$ cat src/rtl/ab_ff_pkg.sv
`default_nettype none
// ============================================================================
// Package     : ab_ff_pkg
// Description : Shared types and the a/b cell next-state function.
// Revision    : 1.0 - initial release
// ============================================================================
package ab_ff_pkg;

   typedef enum logic [1:0] {
      OP_HOLD = 2'b00,
      OP_CLR  = 2'b01,
      OP_TGL  = 2'b10,
      OP_SET  = 2'b11
   } ab_op_t;

   typedef enum logic {
      ARB    = 1'b0,
      LOCKED = 1'b1
   } arb_state_t;

   function automatic logic ab_next(input logic a, input logic b, input logic q);
      return (~a & ~b & q) | (a & b) | (a & ~q);
   endfunction

endpackage
`default_nettype wire

$ cat src/rtl/ab_ff_cell.sv
`default_nettype none
// ============================================================================
// Module      : ab_ff_cell
// Description : Single a/b-controlled flip-flop, updated only when en=1.
// Revision    : 1.0 - initial release
// ============================================================================
module ab_ff_cell
   import ab_ff_pkg::*;
(
   input  logic clk,
   input  logic rst_n,
   input  logic en,
   input  logic a,
   input  logic b,
   output logic q
);

   always_ff @(posedge clk) begin
      if (!rst_n) begin
         q <= 1'b0;
      end else if (en) begin
         q <= ab_next(a, b, q);
      end
   end

endmodule
`default_nettype wire

$ cat src/rtl/ab_ff_bank_arbiter.sv
`default_nettype none
// ============================================================================
// Module      : ab_ff_bank_arbiter
// Description : Round-robin arbiter sharing a bank of a/b flip-flops between
//               NREQ requesters; one command per cycle, response one cycle later.
//               Optional owner lock enabled by defining AB_ARB_LOCK_EN.
// Revision    : 1.0 - initial release
// ============================================================================
module ab_ff_bank_arbiter
   import ab_ff_pkg::*;
#(
   parameter int NREQ  = 2,
   parameter int NBITS = 8,
   parameter int IDXW  = $clog2(NBITS)
) (
   input  logic                 clk,
   input  logic                 rst_n,
   input  logic [NREQ-1:0]      req_valid,
   output logic [NREQ-1:0]      req_ready,
   input  logic [2*NREQ-1:0]    req_op,
   input  logic [IDXW*NREQ-1:0] req_idx,
`ifdef AB_ARB_LOCK_EN
   input  logic [NREQ-1:0]      req_lock,
`endif
   output logic [NREQ-1:0]      rsp_valid,
   output logic                 rsp_q,
   output logic                 rsp_err,
   output logic [NBITS-1:0]     q_bank
);

   localparam int c_ptrw = (NREQ > 1) ? $clog2(NREQ) : 1;

   logic [c_ptrw-1:0] r_rr_ptr;
   logic [NREQ-1:0]   w_eligible;
   logic [NREQ-1:0]   w_grant;
   logic [c_ptrw-1:0] w_gsel;
   logic              w_accept;
   ab_op_t            w_op;
   logic [IDXW-1:0]   w_idx;
   logic              w_in_range;
   logic              w_a;
   logic              w_b;
   logic              w_cur;
   logic              w_next;

`ifdef AB_ARB_LOCK_EN
   arb_state_t        r_state;
   logic [c_ptrw-1:0] r_owner;
`endif

   function automatic logic [c_ptrw-1:0] f_ptr_inc(input logic [c_ptrw-1:0] p);
      return (int'(p) == NREQ - 1) ? '0 : p + 1'b1;
   endfunction

   // While locked, only the owner may compete, even when it is idle.
   always_comb begin
      w_eligible = req_valid;
`ifdef AB_ARB_LOCK_EN
      if (r_state == LOCKED) begin
         w_eligible          = '0;
         w_eligible[r_owner] = req_valid[r_owner];
      end
`endif
   end

   always_comb begin
      int   p;
      logic found;
      p       = 0;
      found   = 1'b0;
      w_grant = '0;
      w_gsel  = '0;
      for (int k = 0; k < NREQ; k++) begin
         p = int'(r_rr_ptr) + k;
         if (p >= NREQ) p = p - NREQ;
         if (rst_n && !found && w_eligible[p]) begin
            found      = 1'b1;
            w_grant[p] = 1'b1;
            w_gsel     = c_ptrw'(p);
         end
      end
   end

   assign req_ready = w_grant;
   assign w_accept  = |w_grant;

   always_comb begin
      w_op  = OP_HOLD;
      w_idx = '0;
      for (int r = 0; r < NREQ; r++) begin
         if (w_grant[r]) begin
            w_op  = ab_op_t'(req_op[2*r +: 2]);
            w_idx = req_idx[IDXW*r +: IDXW];
         end
      end
   end

   assign w_in_range = (int'(w_idx) < NBITS);
   assign w_a        = (w_op == OP_TGL) || (w_op == OP_SET);
   assign w_b        = (w_op == OP_CLR) || (w_op == OP_SET);

   // Loop mux avoids indexing past the bank for out-of-range idx.
   always_comb begin
      w_cur = 1'b0;
      for (int i = 0; i < NBITS; i++) begin
         if (int'(w_idx) == i) w_cur = q_bank[i];
      end
   end

   assign w_next = ab_next(w_a, w_b, w_cur);

   generate
      for (genvar i = 0; i < NBITS; i++) begin : g_cell
         logic w_en;
         assign w_en = w_accept && w_in_range && (int'(w_idx) == i);
         ab_ff_cell u_cell (
            .clk   (clk),
            .rst_n (rst_n),
            .en    (w_en),
            .a     (w_a),
            .b     (w_b),
            .q     (q_bank[i])
         );
      end
   endgenerate

   always_ff @(posedge clk) begin
      if (!rst_n) begin
         rsp_valid <= '0;
         rsp_q     <= 1'b0;
         rsp_err   <= 1'b0;
      end else begin
         rsp_valid <= w_grant;
         rsp_q     <= w_accept & w_in_range & w_next;
         rsp_err   <= w_accept & ~w_in_range;
      end
   end

   // In LOCKED the grant is always the owner, so granted+1 equals owner+1.
   always_ff @(posedge clk) begin
      if (!rst_n) begin
         r_rr_ptr <= '0;
`ifdef AB_ARB_LOCK_EN
         r_state  <= ARB;
         r_owner  <= '0;
`endif
      end else if (w_accept) begin
         r_rr_ptr <= f_ptr_inc(w_gsel);
`ifdef AB_ARB_LOCK_EN
         case (r_state)
            ARB: begin
               if (req_lock[w_gsel]) begin
                  r_state <= LOCKED;
                  r_owner <= w_gsel;
               end
            end
            LOCKED: begin
               if (!req_lock[r_owner]) r_state <= ARB;
            end
            default: r_state <= ARB;
         endcase
`endif
      end
   end

endmodule
`default_nettype wire

$ cat config.mk
export PLATFORM = sky130hd
export DESIGN_NAME = ab_ff_bank_arbiter
export DESIGN_NICKNAME = d
export VERILOG_FILES = /design/src/rtl/ab_ff_pkg.sv /design/src/rtl/ab_ff_cell.sv /design/src/rtl/ab_ff_bank_arbiter.sv
export SDC_FILE = /design/constraint.sdc
export NUM_CORES = 1
export LEC_CHECK = 0
export CORE_ASPECT_RATIO = 1.5
export CORE_MARGIN = 2
export CORE_UTILIZATION = 32
export CTS_BUF_LIST = sky130_fd_sc_hd__clkbuf_4 sky130_fd_sc_hd__clkbuf_8
export CTS_CLUSTER_SIZE = 12
export DETAILED_ROUTE_END_ITERATION = 10
export PLACE_DENSITY = 0.63
export SYNTH_ARGS = -nofsm -noshare
export SYNTH_HDL_FRONTEND = slang
export SYNTH_HIERARCHICAL = 1
export SYNTH_SLANG_ARGS = --single-unit
$ cat constraint.sdc
create_clock -name clk -period 2 [get_ports clk]
set_input_delay 0.4 -clock clk [delete_from_list [all_inputs] [get_ports clk]]
set_output_delay 0.4 -clock clk [all_outputs]
set_load 0.01 [all_outputs]
==> impl_metrics.env <==
export IMPL_outcome="finished clean"
export IMPL_leakagePower_nw=0.6795
export IMPL_grt_ovfl_total=0
export IMPL_placed_cells=214
export IMPL_dieArea_um2=3454
export IMPL_grt_pass1_wl_um=5885
export IMPL_maxSlewViolCount=0
export IMPL_ys_seq_area_frac=0.2510
export IMPL_synthMostInstantiatedCell="nand2_1"
export IMPL_wire_per_inst_um=15.30
export IMPL_cp_arrival_ps=2110
export IMPL_drt_wl_total_um=3427
export IMPL_gp_congestion=0.7841
export IMPL_clock_root_buffer="clkbuf_8"
export IMPL_ys_async_sr_fraction=0
export IMPL_drive_above_1_share=0.3459
export IMPL_setup_violations=0
export IMPL_holdPathEnd="g_cell[3].u_cell/q"
export IMPL_hold_violations=0
export IMPL_holdPathStages=2
export IMPL_fp_dieW_um=48.66
export IMPL_worst_hold_startpoint="g_cell[3].u_cell/q"
export IMPL_syn_cell_area_um2=957.2
export IMPL_dp_hpwl_um=2393
export IMPL_holdBufCountCts=0
export IMPL_clk_insertion_delay_late_ps=260
export IMPL_grt_start_max_net_pins=14
export IMPL_viasPerCell=5.397
export IMPL_htreeDepth=1
export IMPL_maxCapViolCount=0
export IMPL_vdd_ir_drop_max_v=0.0003000
export IMPL_synth_nets=138
export IMPL_diodes=0
export IMPL_period_minus_slack_ps=1964
export IMPL_power_density_nw_per_um2=505.4
export IMPL_synth_main_ff_cell="dfxtp_1"
export IMPL_final_util=0.5829
export IMPL_rr_worst_depth=8
export IMPL_num_rows=24
export IMPL_required_ps=2150
export IMPL_fill_cells=266
export IMPL_clock_path_buffers=2
export IMPL_synth_seq_cells=12
export IMPL_syn_inst=124
export IMPL_synthToLayoutAreaGrowth_pct=75.56
export IMPL_hp_class="flip-flop to flip-flop"
export IMPL_synth_area_leaders="dfxtp_1, mux2i_1, nand2_1"
export IMPL_port_buffers=26
export IMPL_start_util=0.3320
export IMPL_fin_crit_sh=0.9819
export IMPL_netlist_top_cells_count="nand2_1, dfxtp_1, nor2_1, mux2i_1, o21a_1"
export IMPL_cts_tree="yes"
export IMPL_path_class="primary input to flip-flop"
export IMPL_finalNonFillerCells=224
export IMPL_yosys_warnings=6
export IMPL_via_count=1209
export IMPL_antenna_found_initial=0
export IMPL_yosys_area_top_type="dfxtp_1"
export IMPL_worst_setup_path_startpoint="rst_n"
export IMPL_synth_top_cell_area_share=0.2510
export IMPL_drt_pass1_iterations=4
export IMPL_fmax_ghz=0.5092
export IMPL_drc_errors=0
export IMPL_io_pins=28
export IMPL_grt_pass1_vias=1252
export IMPL_drtAntennaViolNets=0
export IMPL_synth_avg_cell_area_um2=7.719
export IMPL_die_h_um=70.99
export IMPL_start_kind="primary input"
export IMPL_clk_pin_slew_worst_paths_ps=60
export IMPL_r2r_end="rsp_q"
export IMPL_track_usage=0.2201
export IMPL_rsz0062_at_grt="yes"
export IMPL_fin_worst_skew_ps=0.6936
export IMPL_clock_sinks=12
export IMPL_final_nets=200
export IMPL_core_area_um2=2883
export IMPL_critPathMaxFanout=13
export IMPL_cts_buffers=3
export IMPL_ys_types=41
export IMPL_drt_initial_drc_count=39
export IMPL_cp_end_kind="flip-flop"
export IMPL_reg2reg_slack_ps=120
export IMPL_synth_edf_count=0
==> logic make-up (layout without fill, tap and decap cells) <==
logic type / Yosys count / after routing / synth area share
AND/OR/NAND/NOR: 57 / 57 / 0.3007
AO/OA/AOI/OAI: 38 / 38 / 0.3163
flip-flops: 12 / 12 / 0.2510
multiplexers: 9 / 9 / 0.09412
buffers and inverters: 7 / 68 / 0.03398
other: 1 / 1 / 0.003918
==> placed cells by master, fill, tap and decap left out, types with 3 or more instances in the layout <==
cell type / count
o21ai_2: 3
o22ai_1: 8
nand3_1: 3
o21a_1: 9
clkbuf_8: 4
dfxtp_1: 11
dlygate4sd2_1: 5
nand2_1: 22
inv_1: 3
nor2_1: 10
and2_1: 4
buf_4: 31
clkdlybuf4s50_1: 21
mux2i_1: 9
==> metrics by stage <==
step / worst slack, ps / TNS [ps] / total power [mW] / instance area, µm² / hold slack, ps
2_1_floorplan: 154.1 / 0 / 0.3796 / 957.2 / 525.6
3_3_place_gp: -368.6 / -3462 / 0.5065 / 1471 / 508.2
3_5_place_dp: -455.5 / -4081 / 0.5142 / 1471 / 523.6
4_1_cts: 52.85 / 0 / 0.8345 / 1647 / 535.4
5_1_grt: -49.40 / -57.50 / 0.8812 / 1680 / 568.4
6_report: 36.15 / 0 / 0.8493 / 1680 / 529.4
==> worst max path at each step <==
stage	end	slack, ps
finish	rsp_q	40
CTS	rsp_q	50
floorplan	rsp_q	150
detailed placement	rsp_q	-460
global placement	rsp_q	-370
global route	rsp_q	-50
==> worst max-delay path, cell delays in order <==
cell,delay (ps)
dlygate4sd2_1,280
buf_12,160
and2_1,170
a32oi_2,270
buf_4,170
a21oi_2,40
o32ai_2,290
nand3_1,130
a21oi_2,130
nor3b_2,60
==> area by class of cell <==
cell class                      instances  area [µm²]  share of cell area
Tap cell                               39       48.80             0.02904
Inverter                                4       15.01            0.008935
Timing Repair Buffer                   60       550.5              0.3276
Clock buffer                            4       55.05             0.03276
Sequential cell                        12       241.5              0.1437
Multi-Input combinational cell        105       769.5              0.4579
==> per-layer routing <==
metal	track usage	wire length [µm]	share of wire
met2	0.4140	1845	0.54
met4	0.1397	104	0.030
met5	0	0	0
met1	0.2212	1351	0.39
met3	0.03376	125	0.036
==> report_power, final <==
group / internal [mW] / switching (mW)
clock: 0.175 / 0.117
sequential: 0.250 / 0.00702
combinational: 0.161 / 0.139
total: 0.586 / 0.263
==> state kept, by name, indices dropped and copies added (netlist names), named ones only <==
register	count
rsp_q	1
g_cell.u_cell/q	8
rsp_valid	2
==> what timing repair did <==
item	4_1_cts	5_1_grt
cloned	1	0
pin swaps	5	3
gates resized for setup	20	4
setup buffers	2	3
setup endpoints to repair	11	6
Power figures use the tool's default switching activity.
